===== src/rtl/counter_ctrl_pkg.sv =====
// Shared types and limits for the round-robin counter controller.
package counter_ctrl_pkg;

  localparam int unsigned N_REQ_MAX = 8;

  typedef enum logic [1:0] {
    IDLE  = 2'd0,
    ISSUE = 2'd1,
    CHECK = 2'd2,
    HALT  = 2'd3
  } state_t;

endpackage


===== src/rtl/counter_rr_ctrl_rr_arbiter.sv =====
// Combinational round-robin arbiter: search starts one past the pointer and wraps.
module rr_arbiter #(
  parameter  int unsigned N_REQ = 4,
  localparam int unsigned IW    = $clog2(N_REQ)
) (
  input  logic [N_REQ-1:0] i_req,
  input  logic [IW-1:0]    i_ptr,
  output logic [N_REQ-1:0] o_grant,
  output logic [IW-1:0]    o_idx,
  output logic             o_any
);

  logic [IW-1:0] w_cand;

  // Walk from the farthest candidate back to the nearest so the nearest wins.
  always_comb begin
    o_grant = '0;
    o_idx   = '0;
    o_any   = 1'b0;
    w_cand  = '0;
    for (int i = int'(N_REQ); i >= 1; i--) begin
      w_cand = IW'((int'(i_ptr) + i) % int'(N_REQ));
      if (i_req[w_cand]) begin
        o_idx = w_cand;
        o_any = 1'b1;
      end
    end
    if (o_any) o_grant[o_idx] = 1'b1;
  end

endmodule


===== src/rtl/counter_rr_ctrl.sv =====
// Round-robin controller sharing one counter between N_REQ requesters;
// halts on a reported overflow until cleared.
module counter_rr_ctrl
  import counter_ctrl_pkg::*;
#(
  parameter  int unsigned N_REQ   = 4,
  parameter  int unsigned WIDTH_P = 4,
  localparam int unsigned IW      = $clog2(N_REQ)
) (
  input  logic                     clk,
  input  logic                     reset,
  input  logic [N_REQ-1:0]         req_valid,
  input  logic [N_REQ*WIDTH_P-1:0] req_inc,
  output logic [N_REQ-1:0]         req_ready,
  input  logic                     clr_req,
  output logic                     cnt_en,
  output logic [WIDTH_P-1:0]       cnt_inc,
  output logic                     cnt_clr,
  input  logic                     cnt_overflow,
  output logic                     err_overflow,
  output logic [IW-1:0]            err_owner,
  output logic                     busy
);

  if ((N_REQ < 2) || (N_REQ > N_REQ_MAX)) begin : g_bad_n_req
    $error("counter_rr_ctrl: N_REQ out of range");
  end

  state_t             r_state;
  state_t             w_next;
  logic [IW-1:0]      r_ptr;
  logic               r_err;
  logic [IW-1:0]      r_owner;
  logic               r_busy;

  logic [N_REQ-1:0]   w_grant;
  logic [IW-1:0]      w_idx;
  logic               w_any;
  logic [WIDTH_P-1:0] w_sel;
  logic [N_REQ-1:0]   w_ready;
  logic               w_en;
  logic [WIDTH_P-1:0] w_inc;
  logic               w_clr;

  rr_arbiter #(.N_REQ(N_REQ)) u_arb (
    .i_req   (req_valid),
    .i_ptr   (r_ptr),
    .o_grant (w_grant),
    .o_idx   (w_idx),
    .o_any   (w_any)
  );

  // Increment of the current winner.
  always_comb begin
    w_sel = '0;
    for (int i = 0; i < int'(N_REQ); i++) begin
      if (w_idx == IW'(i)) w_sel = req_inc[i*WIDTH_P +: WIDTH_P];
    end
  end

  // Next state and the combinational counter/handshake drive.
  always_comb begin
    w_next  = r_state;
    w_ready = '0;
    w_en    = 1'b0;
    w_inc   = '0;
    w_clr   = 1'b0;
    case (r_state)
      IDLE: begin
        if (|req_valid) w_next = ISSUE;
      end
      ISSUE: begin
        if (w_any) begin
          w_ready = w_grant;
          w_en    = 1'b1;
          w_inc   = w_sel;
          w_next  = CHECK;
        end else begin
          w_next = IDLE;
        end
      end
      CHECK: begin
        if (cnt_overflow)    w_next = HALT;
        else if (|req_valid) w_next = ISSUE;
        else                 w_next = IDLE;
      end
      HALT:    w_next = HALT;
      default: w_next = IDLE;
    endcase
    // A clear overrides any grant and discards a pending overflow check.
    if (clr_req) begin
      w_ready = '0;
      w_en    = 1'b0;
      w_inc   = '0;
      w_clr   = 1'b1;
      w_next  = IDLE;
    end
    if (reset) begin
      w_ready = '0;
      w_en    = 1'b0;
      w_inc   = '0;
      w_clr   = 1'b0;
      w_next  = IDLE;
    end
  end

  always_ff @(posedge clk) begin
    if (reset) begin
      r_state <= IDLE;
      r_ptr   <= IW'(N_REQ - 1);
      r_err   <= 1'b0;
      r_owner <= '0;
      r_busy  <= 1'b0;
    end else begin
      r_state <= w_next;
      r_busy  <= (w_next == ISSUE) || (w_next == CHECK);
      if (w_en) r_ptr <= w_idx;
      if (clr_req) begin
        r_err   <= 1'b0;
        r_owner <= '0;
      end else if ((r_state == CHECK) && cnt_overflow) begin
        r_err   <= 1'b1;
        r_owner <= r_ptr;
      end
    end
  end

  assign req_ready    = w_ready;
  assign cnt_en       = w_en;
  assign cnt_inc      = w_inc;
  assign cnt_clr      = w_clr;
  assign err_overflow = r_err;
  assign err_owner    = r_owner;
  assign busy         = r_busy;

endmodule


===== config.mk =====
export PLATFORM = sky130hd
export DESIGN_NAME = counter_rr_ctrl
export DESIGN_NICKNAME = d
export VERILOG_FILES = /design/src/rtl/counter_ctrl_pkg.sv /design/src/rtl/counter_rr_ctrl_rr_arbiter.sv /design/src/rtl/counter_rr_ctrl.sv
export SDC_FILE = /design/constraint.sdc
export NUM_CORES = 1
export LEC_CHECK = 0
export ABC_AREA = 1
export CORE_MARGIN = 3
export CORE_UTILIZATION = 40
export CTS_CLUSTER_SIZE = 12
export DETAILED_ROUTE_END_ITERATION = 8
export DONT_BUFFER_PORTS = 1
export GPL_ROUTABILITY_DRIVEN = 0
export PLACE_DENSITY_LB_ADDON = 0.12
export SLEW_MARGIN = 15
export SYNTH_ARGS = -nofsm -noshare
export SYNTH_HDL_FRONTEND = slang
export SYNTH_SLANG_ARGS = --single-unit
export TNS_END_PERCENT = 50

===== constraint.sdc =====
create_clock -name clk -period 2.03 [get_ports clk]
set_clock_uncertainty 0.1 [all_clocks]
set_input_delay 0.5075 -clock clk [delete_from_list [all_inputs] [get_ports clk]]
set_output_delay 0.5075 -clock clk [all_outputs]
set_load 0.01 [all_outputs]

### Word-level counts from Yosys, hierarchy flattened

Index checks and enable logic that the tools add are counted.

* add/sub/neg operators: 4
* $lt $le $gt $ge: 6
* equal/unequal tests: 8
* muxes and demuxes: 43
* reductions and logical operators: 7

Operators by type and width (count)
* two-way mux 4 bit: 12
* two-way mux 2 bit: 9
* two-way mux 1 bit: 16
* less-than comparator 2 x 3 -> 1 bit (second input constant): 5
* equality test 2 bit (second input constant): 5
* binary-select mux 1 bit (select 2 bit): 4
* case mux 2 bit (4 select lines): 1
* equality test 2 x 1 -> 1 bit (second input constant): 3
* adder 2 x 1 -> 2 bit (second input constant): 2
* adder 2 bit (second input constant): 2
* logical NOT 2 bit: 2
* OR reduction 4 bit: 1
* demux 1 bit (select 2 bit): 1
* greater-or-equal comparator 2 x 1 -> 1 bit (second input constant): 1
* logical AND 1 bit: 2
* OR reduction 2 bit: 1
* logical OR 1 bit: 1

* bits in registers: 8
* input bits: 24
* output and inout bits: 14
* word-level logic and storage cells: 73

### Logic depth before layout (Yosys ltp)

* depth after elaboration: 16
* mapped depth: 15
* mapped depth without buffers: 14

### By module

From an unflattened synthesis, not the netlist that was laid out.

* cells, all modules: 149
* area, all modules: 854.6 µm²

Modules (own cells, without submodules)
* counter_rr_ctrl: instances 1, cells each 85, area an instance 526.8 µm², sequential area each 160.2 µm²
* rr_arbiter: instances 1, cells each 64, area an instance 327.8 µm², sequential area each 0.0 µm²

### Worst setup path after synthesis

Ideal clock, no wire load.

* kind: input to output
* start point: input req_valid[2]
* end point: output cnt_inc[0]
* arrival time: 1.514 ns
* required time: 1.422 ns
* setup slack: -0.092 ns
* stages: 10
* buffers on the path: 0
* path through: inv_1 > nand4_1 > inv_1 > nor3_2 > nand2_1 > inv_1 > nand2_4 > nor2_4 > nand2_1 > nand2_1

* cells in the longest elaborated chain, start to end: 15
* elaborated cells on any way between the ends: 28
* classes of those cells: 3 x eq/ne; 24 x mux; 1 x reduce/logical

RTL lines
* start: declaration: line counter_rr_ctrl.sv:12 `input logic [N_REQ-1:0] req_valid,`
* binary-select mux 1 bit (select 2 bit): line counter_rr_ctrl_rr_arbiter.sv:23 `if (i_req[w_cand]) begin`
* two-way mux 1 bit (not written as such): line counter_rr_ctrl_rr_arbiter.sv:23
* two-way mux 2 bit (4 in series): line counter_rr_ctrl_rr_arbiter.sv:23
* logical NOT 2 bit: line counter_rr_ctrl.sv:57 `if (w_idx == IW'(i)) w_sel = req_inc[i*WIDTH_P +: WIDTH_P];`
* two-way mux 4 bit (4 in series): line counter_rr_ctrl.sv:57
* two-way mux 4 bit (*): line counter_rr_ctrl.sv:73 `if (w_any) begin`
* two-way mux 4 bit (*): line counter_rr_ctrl.sv:68 `case (r_state)`
* two-way mux 4 bit (*): line counter_rr_ctrl.sv:91 `if (clr_req) begin`
* two-way mux 4 bit (*): line counter_rr_ctrl.sv:98 `if (reset) begin`
* end: declaration: line counter_rr_ctrl.sv:17 `output logic [WIDTH_P-1:0] cnt_inc,`

Mark *: on every way between the ends. The rest lies on a longest branch, timed or not. The select of a mux whose other input is x is not followed.

### Worst setup path in the final report

* start point: register r_ptr[0]
* end point: output cnt_inc[0]

* cells in the longest elaborated chain, start to end: 16
* elaborated cells on any way between the ends: 32
* classes of those cells: 4 x add/sub; 3 x eq/ne; 24 x mux; 1 x reduce/logical

RTL lines
* start: declaration: line counter_rr_ctrl.sv:31 `logic [IW-1:0] r_ptr;`
* start signal: assignment: line counter_rr_ctrl.sv:110 `r_ptr <= IW'(N_REQ - 1);`
* start signal: assignment: line counter_rr_ctrl.sv:117 `if (w_en) r_ptr <= w_idx;`
* adder 2 x 1 -> 2 bit: line counter_rr_ctrl_rr_arbiter.sv:22 `w_cand = IW'((int'(i_ptr) + i) % int'(N_REQ));`
* binary-select mux 1 bit (select 2 bit): line counter_rr_ctrl_rr_arbiter.sv:23
* two-way mux 1 bit (not written as such): line counter_rr_ctrl_rr_arbiter.sv:23
* two-way mux 2 bit (4 in series): line counter_rr_ctrl_rr_arbiter.sv:23
* logical NOT 2 bit: line counter_rr_ctrl.sv:57
* two-way mux 4 bit (4 in series): line counter_rr_ctrl.sv:57
* two-way mux 4 bit (*): line counter_rr_ctrl.sv:73
* two-way mux 4 bit (*): line counter_rr_ctrl.sv:68
* two-way mux 4 bit (*): line counter_rr_ctrl.sv:91
* two-way mux 4 bit (*): line counter_rr_ctrl.sv:98

Marked as above.

==> results.json <==
{
  "outcome": "finished with violations",
  "violations": "setup timing",
  "grt.overflow.total": 0,
  "synth_top_area_share_pct": 19.5,
  "grt_max_degree": 12,
  "insertedDiodeCount": 0,
  "period_share_pct": 120,
  "drtIter0Drc": 15,
  "cts_made_buffers": 3,
  "rsz0062_at_grt": "true",
  "ctsLongestPathBuffers": 2,
  "worst_slew_pin_slew_ns": 0.439,
  "core_area_mm2": 0.00184,
  "crit_top_cell": "nand2_4",
  "clk_latency_ns": 0.25,
  "cts_tree": "built",
  "hold_path_class": "in -> reg",
  "root_buffer": "clkbuf_4",
  "cp_data_required_time_ns": 1.42,
  "drv_cap": 0,
  "syn_nets": 156,
  "worst-setup-path-type": "reg -> out",
  "fin_util_pct": 64.7,
  "dieArea_mm2": 0.00264,
  "finalMaxSlewViolations": 0,
  "timing.slew.headroom_pct": 70.5,
  "cts_sinks": 8,
  "clkTransAtPathRegs_ns": 0.06,
  "start_util_pct": 44.7,
  "dieWidth_um": 51.3,
  "setup_slack_ns": -0.406,
  "postSynthAreaPerCell_um2": 6.23,
  "ys_seq_area_share_pct": 19.5,
  "path_max_fanout": 8,
  "viasPerCell": 4.88,
  "totalPowerFinal_mw": 0.604,
  "grt_pass1_wl_mm": 3.54,
  "cpMaxStageDelayCell": "dfxtp_2",
  "whs_ns": 0.295,
  "ir_worst_vdd_v": 0.000375,
  "dr_total_vias": 884,
  "firstDrtPassIters": 4,
  "setup_violations": 8,
  "final_nets": 182,
  "postSynthRegisterBits": 8,
  "drive_gt1_share_pct": 57.1,
  "wirelength_mm": 2.17,
  "grt_usage_pct": 17.3,
  "cpPeakStageDelay_ns": 0.33,
  "synthCells": 132,
  "endpoint_kind": "output pin",
  "n_fill_cell": 173,
  "grt_pass1_vias": 879,
  "synth_warnings": 0,
  "startpoint_type": "flip-flop",
  "hpwlAfterDp_mm": 1.65,
  "path_cells": "buf_6, inv_8, buf_6, nand2_4, nand3_4, nand2_4, inv_2, nand2_2, nand3_4, nand2_8, nand2_4, nor2_4, nand2_1, nand2_2",
  "synth_area_leaders": "dfxtp_1 (19%), nand2_1 (15%), nand2_4 (9.6%)",
  "syn-cell-area_um2": 822,
  "hold_viol": 0,
  "rows": 15,
  "p_leak_nw": 0.610,
  "io_buffers": 0,
  "p_per_area_mw_per_mm2": 508,
  "synthDistinctLibCells": 19,
  "arrival_ns": 1.83,
  "fp.dieH_um": 51.3,
  "period_minus_slack_ns": 2.44,
  "synth_top_cell_by_area": "dfxtp_1",
  "wire_per_inst_um": 12.0,
  "io_pins": 38,
  "syn2layout_area_growth_pct": 44.7,
  "ant_nets": 0,
  "drcViolationCount": 0,
  "antenna_found_initial": 0,
  "htreeDepth": 1,
  "fmaxAchievable_mhz": 410
}
==> worst paths after layout <==
path                               start    endpoint  slack [ns]  cells past startpoint
worst max-delay path            r_ptr[0]  cnt_inc[0]       -0.41                     14
worst min-delay path               reset    r_ptr[0]        0.30                      2
worst max register to register  r_ptr[0]    r_ptr[0]        0.18                     15
worst min register to register  r_ptr[0]    r_ptr[0]        0.40                      2
==> what timing repair did <==
item                       in CTS  in global routing
pin swaps                      16                  8
hold buffers                    0                  0
setup endpoints to repair       8                  9
resized for setup              19                 18
setup buffers                   6                  1
==> flip-flops by register name, indices dropped and copies added (netlist names) <==
signal and count:
err_overflow 1, busy 1, r_state 2, r_ptr 2, err_owner 2
==> synth_stat cells <==
library cell  count
inv_2             3
inv_8             1
nor3_2            1
nand3_1          13
nor2_4            2
o21ai_0           5
inv_4             1
nand2_4           7
inv_1            14
nand2_2          12
nand3_4           1
buf_6             2
nor2_1           18
nor3_1            3
a21oi_1           5
nand4_1           1
dfxtp_1           8
nand2_1          32
nand3_2           3
==> power by group <==
part / total (mW) / switching [mW] / leakage, nW / internal (mW)
logic: 0.317 / 0.195 / 0.532 / 0.121
registers: 0.169 / 0.00541 / 0.0645 / 0.164
clock network: 0.119 / 0.0514 / 0.0138 / 0.0675
total: 0.604 / 0.252 / 0.610 / 0.352
==> layer usage <==
metal	GRT usage [%]	vias up	part of all wire, %
li1	-	459	-
met1	19.1	391	41
met2	32.0	30	51
met3	3.21	4	7.3
met4	6.99	0	1.0
met5	0	-	0
==> cell type report <==
class	count	area (um^2)	area share (%)
multi-input cells	103	709	59.6
repair buffers	23	180	15.1
flip-flops and latches	8	163	13.7
inverters	19	83.8	7.05
well taps	25	31.3	2.63
clock buffers	3	22.5	1.89
==> cells in the final DEF, fill, tap and decap left out <==
master / n
a21oi_1: 5
buf_4: 21
buf_6: 2
clkbuf_4: 3
dfxtp_1: 6
dfxtp_2: 2
inv_1: 10
inv_2: 6
inv_4: 2
inv_8: 1
nand2_1: 16
nand2_2: 22
nand2_4: 12
nand2_8: 1
nand3_1: 8
nand3_2: 4
nand3_4: 5
nand4_1: 1
nor2_1: 13
nor2_2: 4
nor2_4: 3
nor3_1: 3
nor3_2: 1
o21ai_0: 5
==> per-stage QoR <==
| step | setup WS, ns | area (um^2) | TNS, ns | cells |
|---|---|---|---|---|
| finish | -0.406 | 1190 | -2.90 | 181 |
| global route | -0.527 | 1190 | -3.90 | 181 |
| CTS | -0.388 | 1120 | -2.79 | 180 |
| detailed placement | -0.172 | 986 | -0.988 | 171 |
| global placement | -0.142 | 986 | -0.748 | 171 |
| floorplan | -0.0568 | 857 | -0.227 | 132 |
==> critical path, delay by kind of cell, from the launching register on <==
kind / cells / cell delay, ns
buffers and inverters: 4 / 0.34
AND/OR/NAND/NOR: 10 / 0.91
flip-flops: 1 / 0.33
==> cell families after synthesis <==
family / share of synthesized area, %
AO/OA/AOI/OAI: 6.09
buffers and inverters: 12.6
flip-flops: 19.5
AND/OR/NAND/NOR: 61.8
Power figures use the tool's default switching activity.
